--- src/rtl/cp0_exc_sequencer_pkg.sv ---
// Shared CP0 definitions: register indices, cause codes, sequencer states.
// Latency: n/a (declarations only).
// Backpressure: n/a.
package cp0_pkg;

    localparam logic [4:0] REG_STATUS = 5'd12;
    localparam logic [4:0] REG_CAUSE  = 5'd13;
    localparam logic [4:0] REG_EPC    = 5'd14;

    localparam logic [4:0] CAUSE_TEQ     = 5'b01101;
    localparam logic [4:0] CAUSE_BREAK   = 5'b01001;
    localparam logic [4:0] CAUSE_SYSCALL = 5'b01000;
    localparam logic [4:0] CAUSE_IRQ     = 5'b00000;

    localparam logic [31:0] EXC_VECTOR_DEF = 32'h00400004;

    typedef enum logic [2:0] {
        IDLE, W_STATUS, W_CAUSE, W_EPC, X_REDIR, E_STATUS, E_REDIR, W_MTC0
    } state_t;

    typedef enum logic [1:0] {
        CLS_EXC, CLS_ERET, CLS_MTC0
    } req_class_t;

    // CAUSE register image: exception code sits in bits [6:2].
    function automatic logic [31:0] cause_word(input logic [4:0] code);
        return {24'b0, code, 2'b0};
    endfunction

endpackage

--- src/rtl/cp0_exc_sequencer_if.sv ---
// Request/CP0-write bundle between decode/control, the sequencer and CP0.
// Latency: n/a (wiring only).
// Backpressure: requests are levels held until ack.
interface cp0_exc_sequencer_if;
    logic        syscall_req;
    logic        break_req;
    logic        teq_req;
    logic        irq;
    logic        eret_req;
    logic        mtc0_req;
    logic [4:0]  mtc0_addr;
    logic [31:0] mtc0_data;
    logic [31:0] req_pc;
    logic [31:0] status_in;
    logic [31:0] epc_in;
    logic        cp0_we;
    logic [4:0]  cp0_waddr;
    logic [31:0] cp0_wdata;
    logic        pc_redir;
    logic [31:0] redir_pc;
    logic        ack;
    logic        busy;

    // Requester / CP0 side.
    modport master (
        output syscall_req, break_req, teq_req, irq, eret_req, mtc0_req,
               mtc0_addr, mtc0_data, req_pc, status_in, epc_in,
        input  cp0_we, cp0_waddr, cp0_wdata, pc_redir, redir_pc, ack, busy
    );

    // Sequencer side.
    modport slave (
        input  syscall_req, break_req, teq_req, irq, eret_req, mtc0_req,
               mtc0_addr, mtc0_data, req_pc, status_in, epc_in,
        output cp0_we, cp0_waddr, cp0_wdata, pc_redir, redir_pc, ack, busy
    );
endinterface

--- src/rtl/cp0_exc_sequencer_prio.sv ---
// Fixed-priority selection among exception, ERET and MTC0 requests.
// Latency: combinational.
// Backpressure: none; losers simply remain asserted by their requesters.
module cp0_exc_prio
    import cp0_pkg::*;
(
    input  logic       teq_req,
    input  logic       break_req,
    input  logic       syscall_req,
    input  logic       irq,
    input  logic       irq_en,
    input  logic       eret_req,
    input  logic       mtc0_req,
    output logic       vld,
    output logic [4:0] cause,
    output req_class_t cls
);

    // Highest-priority pending request wins; irq only counts when enabled.
    always_comb begin
        vld   = 1'b1;
        cause = CAUSE_IRQ;
        cls   = CLS_EXC;
        if (teq_req) begin
            cause = CAUSE_TEQ;
        end else if (break_req) begin
            cause = CAUSE_BREAK;
        end else if (syscall_req) begin
            cause = CAUSE_SYSCALL;
        end else if (irq && irq_en) begin
            cause = CAUSE_IRQ;
        end else if (eret_req) begin
            cls = CLS_ERET;
        end else if (mtc0_req) begin
            cls = CLS_MTC0;
        end else begin
            vld = 1'b0;
        end
    end

endmodule

--- src/rtl/cp0_exc_sequencer.sv ---
// Turns one accepted exception/ERET/MTC0 request into a fixed series of CP0 writes, redirect and ack.
// Latency: exception 4 cycles to ack, ERET 2, MTC0 1; all outputs registered.
// Backpressure: requests sampled only in IDLE; requesters hold until ack and drop in the ack cycle.
module cp0_exc_sequencer
    import cp0_pkg::*;
#(
    parameter logic [31:0] EXC_VECTOR   = EXC_VECTOR_DEF,
    parameter int unsigned STATUS_SHIFT = 5
) (
    input  logic cp0_clk,
    input  logic cp0_rst,
    cp0_exc_sequencer_if.slave bus
);

    state_t      state_q, state_d;
    logic [4:0]  cause_q, cause_d;
    logic [31:0] epc_q, epc_d;

    logic        we_q, we_d;
    logic [4:0]  waddr_q, waddr_d;
    logic [31:0] wdata_q, wdata_d;
    logic        redir_q, redir_d;
    logic [31:0] redir_pc_q, redir_pc_d;
    logic        ack_q, ack_d;
    logic        busy_q, busy_d;

    logic        p_vld;
    logic [4:0]  p_cause;
    req_class_t  p_cls;

    cp0_exc_prio u_prio (
        .teq_req     (bus.teq_req),
        .break_req   (bus.break_req),
        .syscall_req (bus.syscall_req),
        .irq         (bus.irq),
        .irq_en      (bus.status_in[0]),
        .eret_req    (bus.eret_req),
        .mtc0_req    (bus.mtc0_req),
        .vld         (p_vld),
        .cause       (p_cause),
        .cls         (p_cls)
    );

    // Next state plus the output values the next cycle will present.
    always_comb begin
        state_d    = state_q;
        cause_d    = cause_q;
        epc_d      = epc_q;
        we_d       = 1'b0;
        waddr_d    = 5'd0;
        wdata_d    = 32'd0;
        redir_d    = 1'b0;
        redir_pc_d = 32'd0;
        ack_d      = 1'b0;
        unique case (state_q)
            IDLE: begin
                if (p_vld) begin
                    unique case (p_cls)
                        CLS_EXC: begin
                            state_d = W_STATUS;
                            cause_d = p_cause;
                            // Interrupts resume at the interrupted PC, traps after it.
                            epc_d   = (p_cause == CAUSE_IRQ) ? bus.req_pc
                                                             : bus.req_pc + 32'd4;
                            we_d    = 1'b1;
                            waddr_d = REG_STATUS;
                            wdata_d = bus.status_in << STATUS_SHIFT;
                        end
                        CLS_ERET: begin
                            state_d = E_STATUS;
                            we_d    = 1'b1;
                            waddr_d = REG_STATUS;
                            wdata_d = bus.status_in >> STATUS_SHIFT;
                        end
                        CLS_MTC0: begin
                            state_d = W_MTC0;
                            we_d    = 1'b1;
                            waddr_d = bus.mtc0_addr;
                            wdata_d = bus.mtc0_data;
                            ack_d   = 1'b1;
                        end
                        default: state_d = IDLE;
                    endcase
                end
            end
            W_STATUS: begin
                state_d = W_CAUSE;
                we_d    = 1'b1;
                waddr_d = REG_CAUSE;
                wdata_d = cause_word(cause_q);
            end
            W_CAUSE: begin
                state_d = W_EPC;
                we_d    = 1'b1;
                waddr_d = REG_EPC;
                wdata_d = epc_q;
            end
            W_EPC: begin
                state_d    = X_REDIR;
                redir_d    = 1'b1;
                redir_pc_d = EXC_VECTOR;
                ack_d      = 1'b1;
            end
            E_STATUS: begin
                state_d    = E_REDIR;
                redir_d    = 1'b1;
                redir_pc_d = bus.epc_in;
                ack_d      = 1'b1;
            end
            default: state_d = IDLE;
        endcase
        busy_d = (state_d != IDLE);
    end

    // State, latched request data and registered outputs; reset abandons any sequence.
    always_ff @(posedge cp0_clk or posedge cp0_rst) begin
        if (cp0_rst) begin
            state_q    <= IDLE;
            cause_q    <= 5'd0;
            epc_q      <= 32'd0;
            we_q       <= 1'b0;
            waddr_q    <= 5'd0;
            wdata_q    <= 32'd0;
            redir_q    <= 1'b0;
            redir_pc_q <= 32'd0;
            ack_q      <= 1'b0;
            busy_q     <= 1'b0;
        end else begin
            state_q    <= state_d;
            cause_q    <= cause_d;
            epc_q      <= epc_d;
            we_q       <= we_d;
            waddr_q    <= waddr_d;
            wdata_q    <= wdata_d;
            redir_q    <= redir_d;
            redir_pc_q <= redir_pc_d;
            ack_q      <= ack_d;
            busy_q     <= busy_d;
        end
    end

    assign bus.cp0_we    = we_q;
    assign bus.cp0_waddr = waddr_q;
    assign bus.cp0_wdata = wdata_q;
    assign bus.pc_redir  = redir_q;
    assign bus.redir_pc  = redir_pc_q;
    assign bus.ack       = ack_q;
    assign bus.busy      = busy_q;

endmodule

--- src/flat_wrapper.sv ---
// flat-port wrapper written by rule: the top's interface ports become plain ports
module cp0_exc_sequencer_flat import cp0_pkg::*;
#(
    parameter logic [31:0] EXC_VECTOR   = EXC_VECTOR_DEF,
    parameter int unsigned STATUS_SHIFT = 5
)
  (cp0_clk, cp0_rst, bus_syscall_req, bus_break_req, bus_teq_req, bus_irq, bus_eret_req, bus_mtc0_req, bus_mtc0_addr, bus_mtc0_data, bus_req_pc, bus_status_in, bus_epc_in, bus_cp0_we, bus_cp0_waddr, bus_cp0_wdata, bus_pc_redir, bus_redir_pc, bus_ack, bus_busy);
  cp0_exc_sequencer_if bus_i ();
  input  logic cp0_clk;
  input  logic cp0_rst;
  input wire logic [$bits(bus_i.syscall_req)-1:0] bus_syscall_req;
  input wire logic [$bits(bus_i.break_req)-1:0] bus_break_req;
  input wire logic [$bits(bus_i.teq_req)-1:0] bus_teq_req;
  input wire logic [$bits(bus_i.irq)-1:0] bus_irq;
  input wire logic [$bits(bus_i.eret_req)-1:0] bus_eret_req;
  input wire logic [$bits(bus_i.mtc0_req)-1:0] bus_mtc0_req;
  input wire logic [$bits(bus_i.mtc0_addr)-1:0] bus_mtc0_addr;
  input wire logic [$bits(bus_i.mtc0_data)-1:0] bus_mtc0_data;
  input wire logic [$bits(bus_i.req_pc)-1:0] bus_req_pc;
  input wire logic [$bits(bus_i.status_in)-1:0] bus_status_in;
  input wire logic [$bits(bus_i.epc_in)-1:0] bus_epc_in;
  output wire logic [$bits(bus_i.cp0_we)-1:0] bus_cp0_we;
  output wire logic [$bits(bus_i.cp0_waddr)-1:0] bus_cp0_waddr;
  output wire logic [$bits(bus_i.cp0_wdata)-1:0] bus_cp0_wdata;
  output wire logic [$bits(bus_i.pc_redir)-1:0] bus_pc_redir;
  output wire logic [$bits(bus_i.redir_pc)-1:0] bus_redir_pc;
  output wire logic [$bits(bus_i.ack)-1:0] bus_ack;
  output wire logic [$bits(bus_i.busy)-1:0] bus_busy;
  assign bus_i.syscall_req = bus_syscall_req;
  assign bus_i.break_req = bus_break_req;
  assign bus_i.teq_req = bus_teq_req;
  assign bus_i.irq = bus_irq;
  assign bus_i.eret_req = bus_eret_req;
  assign bus_i.mtc0_req = bus_mtc0_req;
  assign bus_i.mtc0_addr = bus_mtc0_addr;
  assign bus_i.mtc0_data = bus_mtc0_data;
  assign bus_i.req_pc = bus_req_pc;
  assign bus_i.status_in = bus_status_in;
  assign bus_i.epc_in = bus_epc_in;
  assign bus_cp0_we = bus_i.cp0_we;
  assign bus_cp0_waddr = bus_i.cp0_waddr;
  assign bus_cp0_wdata = bus_i.cp0_wdata;
  assign bus_pc_redir = bus_i.pc_redir;
  assign bus_redir_pc = bus_i.redir_pc;
  assign bus_ack = bus_i.ack;
  assign bus_busy = bus_i.busy;
  cp0_exc_sequencer #(.EXC_VECTOR(EXC_VECTOR), .STATUS_SHIFT(STATUS_SHIFT)) u_core (.cp0_clk(cp0_clk), .cp0_rst(cp0_rst), .bus(bus_i));
endmodule
--- config.mk ---
export PLATFORM = sky130hd
export DESIGN_NAME = cp0_exc_sequencer_flat
export DESIGN_NICKNAME = d
export VERILOG_FILES = /design/src/rtl/cp0_exc_sequencer_pkg.sv /design/src/rtl/cp0_exc_sequencer_if.sv /design/src/rtl/cp0_exc_sequencer_prio.sv /design/src/rtl/cp0_exc_sequencer.sv /design/src/flat_wrapper.sv
export SDC_FILE = /design/constraint.sdc
export NUM_CORES = 1
export LEC_CHECK = 0
export ABC_AREA = 1
export CORE_MARGIN = 5
export CORE_UTILIZATION = 40
export CTS_BUF_LIST = sky130_fd_sc_hd__clkbuf_4
export DETAILED_ROUTE_END_ITERATION = 16
export MAX_ROUTING_LAYER = met4
export PLACE_DENSITY = 0.75
export RECOVER_POWER = 25
export SLEW_MARGIN = 0
export SYNTH_ARGS = -nofsm -noshare
export SYNTH_HDL_FRONTEND = slang
export SYNTH_SLANG_ARGS = --single-unit
export TNS_END_PERCENT = 50
--- constraint.sdc ---
create_clock -name cp0_clk -period 4.93 [get_ports cp0_clk]
set_input_delay 0.986 -clock cp0_clk [delete_from_list [all_inputs] [get_ports cp0_clk]]
set_output_delay 0.986 -clock cp0_clk [all_outputs]
set_load 0.02 [all_outputs]
==> impl_metrics.py, run 1 <==
metrics = {
    "clocking": {
        "root_buffer": "clkbuf_4",
        "cts.sinks": 111,
        "cts_inserted_buffers": 9,
        "clockBufferDepth": 2,
        "hold_buffers": 0,
        "path_clk_slew_ns": 0.16,
        "cts_resized": 0,
        "clk_latency_ns": 0.45,
        "cts_max_level": 3,
        "postCtsSetupBuffers": 0,
        "cts_tree": "yes",
    },
    "worst_setup_path": {
        "end_kind": "flop",
        "r2r-start": "u_core.state_q[1]$_DFF_PP0_",
        "r2r-end": "u_core.bus.busy$_DFF_PP0_",
        "reg2reg_slack_ns": 2.04,
        "worst_setup_path_start_kind": "input port",
        "cp_max_fo": 46,
        "crit_type": "input port to flop",
        "cp.arrival_ns": 4.00,
        "rr_worst_depth": 6,
        "crit_required_ns": 5.28,
    },
    "synthesis": {
        "synth_top_area_share_pct": 51.2,
        "async_flop_share_pct": 100,
        "synth_area_leaders": "dfrtp_1, nand2_1, inv_1",
        "synth.most_common_cell": "nand2_1",
        "synth_edf_count": 0,
        "post_synth_num_cell_types": 32,
        "ys_warn_count": 0,
        "ys_seq_elements": 111,
        "ys_seq_area_share_pct": 51.2,
        "synthFlopType": "dfrtp_1",
        "syn-cell-area_mm2": 0.00542,
        "synth_cells": 664,
        "syn_nets": 810,
        "yosysTopAreaCell": "dfrtp_1",
        "synth_common_cells": "nand2_1, dfrtp_1, inv_1",
        "syn_avg_cell_area_um2": 8.16,
    },
    "final_layout": {
        "syn_to_final_growth_pct": 44.3,
        "regArea_mm2": 0.00278,
        "fillers": 1195,
        "antenna_cells": 0,
        "drive_gt1_share_pct": 3.76,
        "nNetsFinal": 1018,
        "multiInputGateArea_mm2": 0.00212,
    },
    "place": {
        "dp_hpwl_um": 14500,
        "gp_congestion": 0.930,
        "portBuffers": 213,
    },
    "timing": {
        "setup_violations": 0,
        "hold_viol": 0,
        "rsz0062_at_grt": "false",
        "relSlewSlack_pct": -15.9,
        "whs_ns": 0.505,
        "period_share_pct": 74.0,
        "fin_tns_setup_ns": 0,
        "max_freq_mhz": 274,
        "worst_pin_slew_ns": 1.73,
        "drv_slew": 75,
        "clock_skew_ns": 0.0115,
        "post-route-min-period_ns": 3.65,
    },
    "floorplan": {
        "die_w_um": 126,
        "rows": 42,
        "io_pins": 214,
        "die_area_mm2": 0.0160,
        "core_area_mm2": 0.0132,
        "initial_core_util_pct": 40.9,
        "die_y_um": 126,
    },
    "detailed_routing": {
        "via_per_inst": 5.01,
        "route.detailed.drc": 0,
        "drtPass1Iterations": 5,
        "drtIter0Drc": 321,
        "ant_nets": 0,
        "totalWireLength_um": 18300,
        "avgRoutedWirePerCell_um": 17.4,
        "vias": 5273,
    },
    "grt": {
        "gr-total-overflow": 0,
        "track_usage_pct": 23.2,
        "first_global_vias": 5123,
        "grt_first_pass_wirelength_um": 28300,
        "grt_max_degree": 47,
        "antenna_found_initial": 0,
    },
    "status": {
        "failed_checks": "max-capacitance violations, max-slew violations",
        "run_status": "finished, violations left",
    },
    "pwr": {
        "p_leak_uw": 0.00374,
        "finalPower_uw": 3390,
        "ir_drop_v": 0.000157,
        "powerDensity_mw_per_mm2": 433,
    },
    "worst_hold_path": {
        "hold_path.startpoint": "u_core.epc_q[1]$_DFFE_PP0P_",
        "holdPathEnd": "u_core.epc_q[1]$_DFFE_PP0P_",
        "hp-class": "flop to flop",
        "holdPathStages": 2,
    },
    "flow_run": {
        "cap_violations": 2,
    },
}
==> through the flow <==
step	setup WS [ns]	instance area [µm²]	util (%)	instances
3_5_place_dp	0.833	7690	58.1	1037
5_1_grt	0.582	7820	59.1	1053
6_report	1.28	7820	59.1	1053
4_1_cts	1.32	7830	59.1	1053
2_1_floorplan	1.01	5420	-	664
3_3_place_gp	0.962	7690	58.1	1037
==> routing by layer <==
| metal | wire length (µm) | GRT usage (%) |
|---|---|---|
| met1 | 7810 | 30.6 |
| met2 | 8870 | 37.7 |
| met3 | 1340 | 3.61 |
| met4 | 278 | 5.80 |
| met5 | 0 | - |
==> critical path: stages <==
cell             delay (ns)
clkdlybuf4s50_1        0.48
nor2_1                 0.08
nand2_1                0.36
inv_1                  0.25
nand3_1                0.18
ha_1                   0.16
buf_4                  0.27
inv_1                  0.19
nor3_4                 0.20
buf_4                  0.43
inv_4                  0.21
nand2_1                0.11
o21ai_1                0.06
==> cell usage in the layout, fill, tap and decap left out, drive strengths merged <==
| master | n |
|---|---|
| clkdlybuf4s50 | 212 |
| nand2 | 145 |
| dfrtp | 111 |
| inv | 100 |
| nor2 | 70 |
| nand3 | 65 |
| o21ai | 51 |
| a21oi | 22 |
| a22o | 20 |
| clkbuf | 14 |
| o22ai | 12 |
| nand4 | 10 |
| nor3 | 7 |
| xnor2 | 6 |
| buf | 6 |
| o21bai | 5 |
| ha | 5 |
| a31oi | 3 |
| xor2 | 3 |
| clkinv | 3 |
| o211ai | 2 |
| clkinvlp | 2 |
| nand3b | 1 |
| bufinv | 1 |
| dlygate4sd3 | 1 |
==> registers in the layout, indices dropped and copies added (netlist names) <==
name                  cells
u_core.bus.cp0_wdata     32
u_core.bus.redir_pc      32
u_core.epc_q             32
u_core.bus.cp0_waddr      5
u_core.cause_q            3
u_core.state_q            3
u_core.bus.ack            1
u_core.bus.busy           1
u_core.bus.cp0_we         1
u_core.bus.pc_redir       1
==> layout make-up <==
| type | count | share of cell area, % |
|---|---|---|
| Sequential cell | 111 | 35.5 |
| Timing Repair Buffer | 221 | 27.9 |
| Multi-Input combinational cell | 427 | 27.1 |
| Inverter | 102 | 4.94 |
| Tap cell | 176 | 2.82 |
| Clock buffer | 12 | 1.15 |
| Clock inverter | 4 | 0.592 |
==> power breakdown <==
part / leakage [µW] / switching, µW / internal [µW]
clock: 0.0000750 / 284 / 170
sequential: 0.00144 / 157 / 1240
combinational: 0.00222 / 898 / 640
total: 0.00374 / 1340 / 2050
==> how the worst max path moves through the flow <==
| stage | start | to | slack, ns | cells past startpoint |
|---|---|---|---|---|
| 2_1_floorplan | cp0_rst | u_core.bus.ack$_DFF_PP0_ | 1.01 | 1 |
| 3_3_place_gp | bus_teq_req | u_core.epc_q[7]$_DFFE_PP0P_ | 0.96 | 13 |
| 3_5_place_dp | bus_teq_req | u_core.epc_q[7]$_DFFE_PP0P_ | 0.83 | 13 |
| 4_1_cts | bus_teq_req | u_core.epc_q[15]$_DFFE_PP0P_ | 1.32 | 13 |
| 5_1_grt | cp0_rst | u_core.epc_q[12]$_DFFE_PP0P_ | 0.58 | 3 |
| 6_report | bus_teq_req | u_core.epc_q[15]$_DFFE_PP0P_ | 1.28 | 13 |
==> cells by family after synthesis <==
family	after synthesis	synth area share, %
flip-flops	111	51.2
AND/OR/NAND/NOR	298	23.5
XOR/XNOR	9	1.45
buffers and inverters	126	9.70
AO/OA/AOI/OAI	115	12.9
adder cells (fa/ha/maj)	5	1.15
Power figures use the tool's default switching activity.
==> inputs of run 2 (changes only) <==
PLACE_DENSITY = 0.78   (was 0.75)
clock period = 3.2 ns   (was 4.93 ns; I/O delays follow)
==> run 2 against run 1 <==
Compared with the run above:
- the run now ends clean
- clock power is 55% higher
- sequential power up 54%
- design area increased by 1.1%
- largest cell class unchanged
==> impl_metrics.py, run 2 (synthesis gave the netlist of run 1 again) <==
metrics = {
    "pwr": {
        "p_leak_uw": 0.00378,
        "powerDensity_mw_per_mm2": 668,
        "ir_drop_v": 0.000266,
    },
    "place": {
        "placed_area_mm2": 0.00777,
        "dp_hpwl_um": 14900,
        "gp_congestion": 0.995,
        "portBuffers": 213,
    },
    "detailed_routing": {
        "drtPass1Iterations": 5,
        "avgRoutedWirePerCell_um": 17.3,
        "via_per_inst": 4.95,
        "vias": 5246,
        "totalWireLength_um": 18400,
        "ant_nets": 0,
        "drtIter0Drc": 371,
        "route.detailed.drc": 0,
    },
    "timing": {
        "rsz0062_at_grt": "false",
        "worst_pin_slew_ns": 1.38,
        "clock_skew_ns": 0.0141,
        "post-route-min-period_ns": 2.52,
        "setup_violations": 0,
        "drv_slew": 0,
        "fin_tns_setup_ns": 0,
        "period_share_pct": 78.8,
        "relSlewSlack_pct": 7.52,
        "hold_viol": 0,
        "max_freq_mhz": 396,
    },
    "final_layout": {
        "nNetsFinal": 1025,
        "layout_commonest_cell": "clkdlybuf4s50_1",
        "fillers": 1228,
        "syn_to_final_growth_pct": 45.9,
        "antenna_cells": 0,
        "drive_gt1_share_pct": 4.64,
        "fin_area_mm2": 0.00791,
        "mostFrequentLayoutCells": "clkdlybuf4s50_1, nand2_1, dfrtp_1",
    },
    "worst_hold_path": {
        "hold_path.startpoint": "u_core.epc_q[0]$_DFFE_PP0P_",
        "hp-class": "flop to flop",
    },
    "worst_setup_path": {
        "worst_setup_path_start_kind": "input port",
        "r2r-start": "u_core.state_q[1]$_DFF_PP0_",
        "crit_type": "input port to flop",
        "reg2reg_slack_ns": 1.19,
        "cp_max_fo": 46,
        "rr_worst_depth": 7,
        "cp.arrival_ns": 2.93,
        "end_kind": "flop",
        "crit_required_ns": 3.61,
        "cp-endpoint": "u_core.epc_q[7]$_DFFE_PP0P_",
        "startpoint": "bus_teq_req",
        "r2r-end": "u_core.bus.cp0_waddr[3]$_DFF_PP0_",
    },
    "clocking": {
        "postCtsSetupBuffers": 0,
        "clk_latency_ns": 0.47,
        "cts_resized": 0,
        "hold_buffers": 0,
        "cts_inserted_buffers": 9,
        "cts_tree": "yes",
        "root_buffer": "clkbuf_4",
        "cts.sinks": 111,
        "cts_max_level": 3,
        "path_clk_slew_ns": 0.17,
        "clockBufferDepth": 2,
    },
    "floorplan": {
        "io_pins": 214,
        "die_area_mm2": 0.0160,
        "die_y_um": 126,
        "initial_core_util_pct": 40.9,
        "rows": 42,
        "core_area_mm2": 0.0132,
        "die_w_um": 126,
    },
    "grt": {
        "grt_max_degree": 56,
        "gr-total-overflow": 0,
        "grt_first_pass_wirelength_um": 28600,
        "first_global_vias": 5234,
        "antenna_found_initial": 0,
        "track_usage_pct": 23.5,
    },
    "flow_run": {
        "cap_violations": 0,
    },
    "status": {
        "run_status": "finished clean",
    },
}
[run 2: cell count changes in the layout (fill, tap and decap cells not counted), sizes merged]
cell / change
buf: +8
clkbuf: -4
clkinv: +1
clkinvlp: +1
inv: +1
[run 2: how the worst min path moves through the flow]
stage / endpoint / slack (ns) / cells past startpoint
6_report: u_core.epc_q[0]$_DFFE_PP0P_ / 0.51 / 2
5_1_grt: u_core.epc_q[26]$_DFFE_PP0P_ / 0.53 / 2
4_1_cts: u_core.epc_q[0]$_DFFE_PP0P_ / 0.51 / 2
3_5_place_dp: u_core.epc_q[0]$_DFFE_PP0P_ / 0.47 / 2
3_3_place_gp: u_core.epc_q[0]$_DFFE_PP0P_ / 0.46 / 2
2_1_floorplan: u_core.cause_q[2]$_DFFE_PP0P_ / 0.44 / 2
[run 2: worst max-delay path, stage by stage]
cell             delay, ns
clkdlybuf4s50_1       0.42
nor2_1                0.19
nand2_1               0.22
nor2_1                0.25
inv_1                 0.09
ha_1                  0.20
inv_1                 0.22
nor3_4                0.09
buf_12                0.18
inv_4                 0.22
nand2_1               0.09
o21ai_1               0.09
[run 2: layout make-up]
class | instances | area, µm² | area share, %
flip-flops and latches | 111 | 2780 | 35.1
repair buffers | 228 | 2270 | 28.7
multi-input cells | 427 | 2120 | 26.8
inverters | 102 | 387 | 4.89
well taps | 176 | 220 | 2.79
clock inverters | 7 | 71.3 | 0.902
clock buffers | 9 | 67.6 | 0.855
[run 2: report_power, final]
group / total, µW / internal [µW] / switching [µW]
sequential: 2160 / 1910 / 253
clock: 703 / 239 / 464
combinational: 2410 / 1020 / 1390
[run 2: metal layers]
metal / GRT usage, % / routed length (µm) / vias to the layer above
met2: 38.1 / 8850 / 219
met1: 30.9 / 7990 / 2444
met4: 5.30 / 292 / 0
li1: - / - / 2563
met5: - / 0 / -
met3: 4.20 / 1250 / 20
[run 2: per-stage QoR]
step / setup slack, ns / utilization [%] / power (µW) / instances / hold slack (ns)
after floorplan: 0.769 / - / 3490 / 664 / 0.443
after global placement: 0.312 / 58.7 / 4570 / 1044 / 0.463
after detailed placement: 0.215 / 58.7 / 4610 / 1044 / 0.470
after CTS: 0.726 / 59.8 / 5300 / 1060 / 0.506
after global routing: 0.464 / 59.7 / 5590 / 1060 / 0.534
final: 0.677 / 59.7 / 5280 / 1060 / 0.508
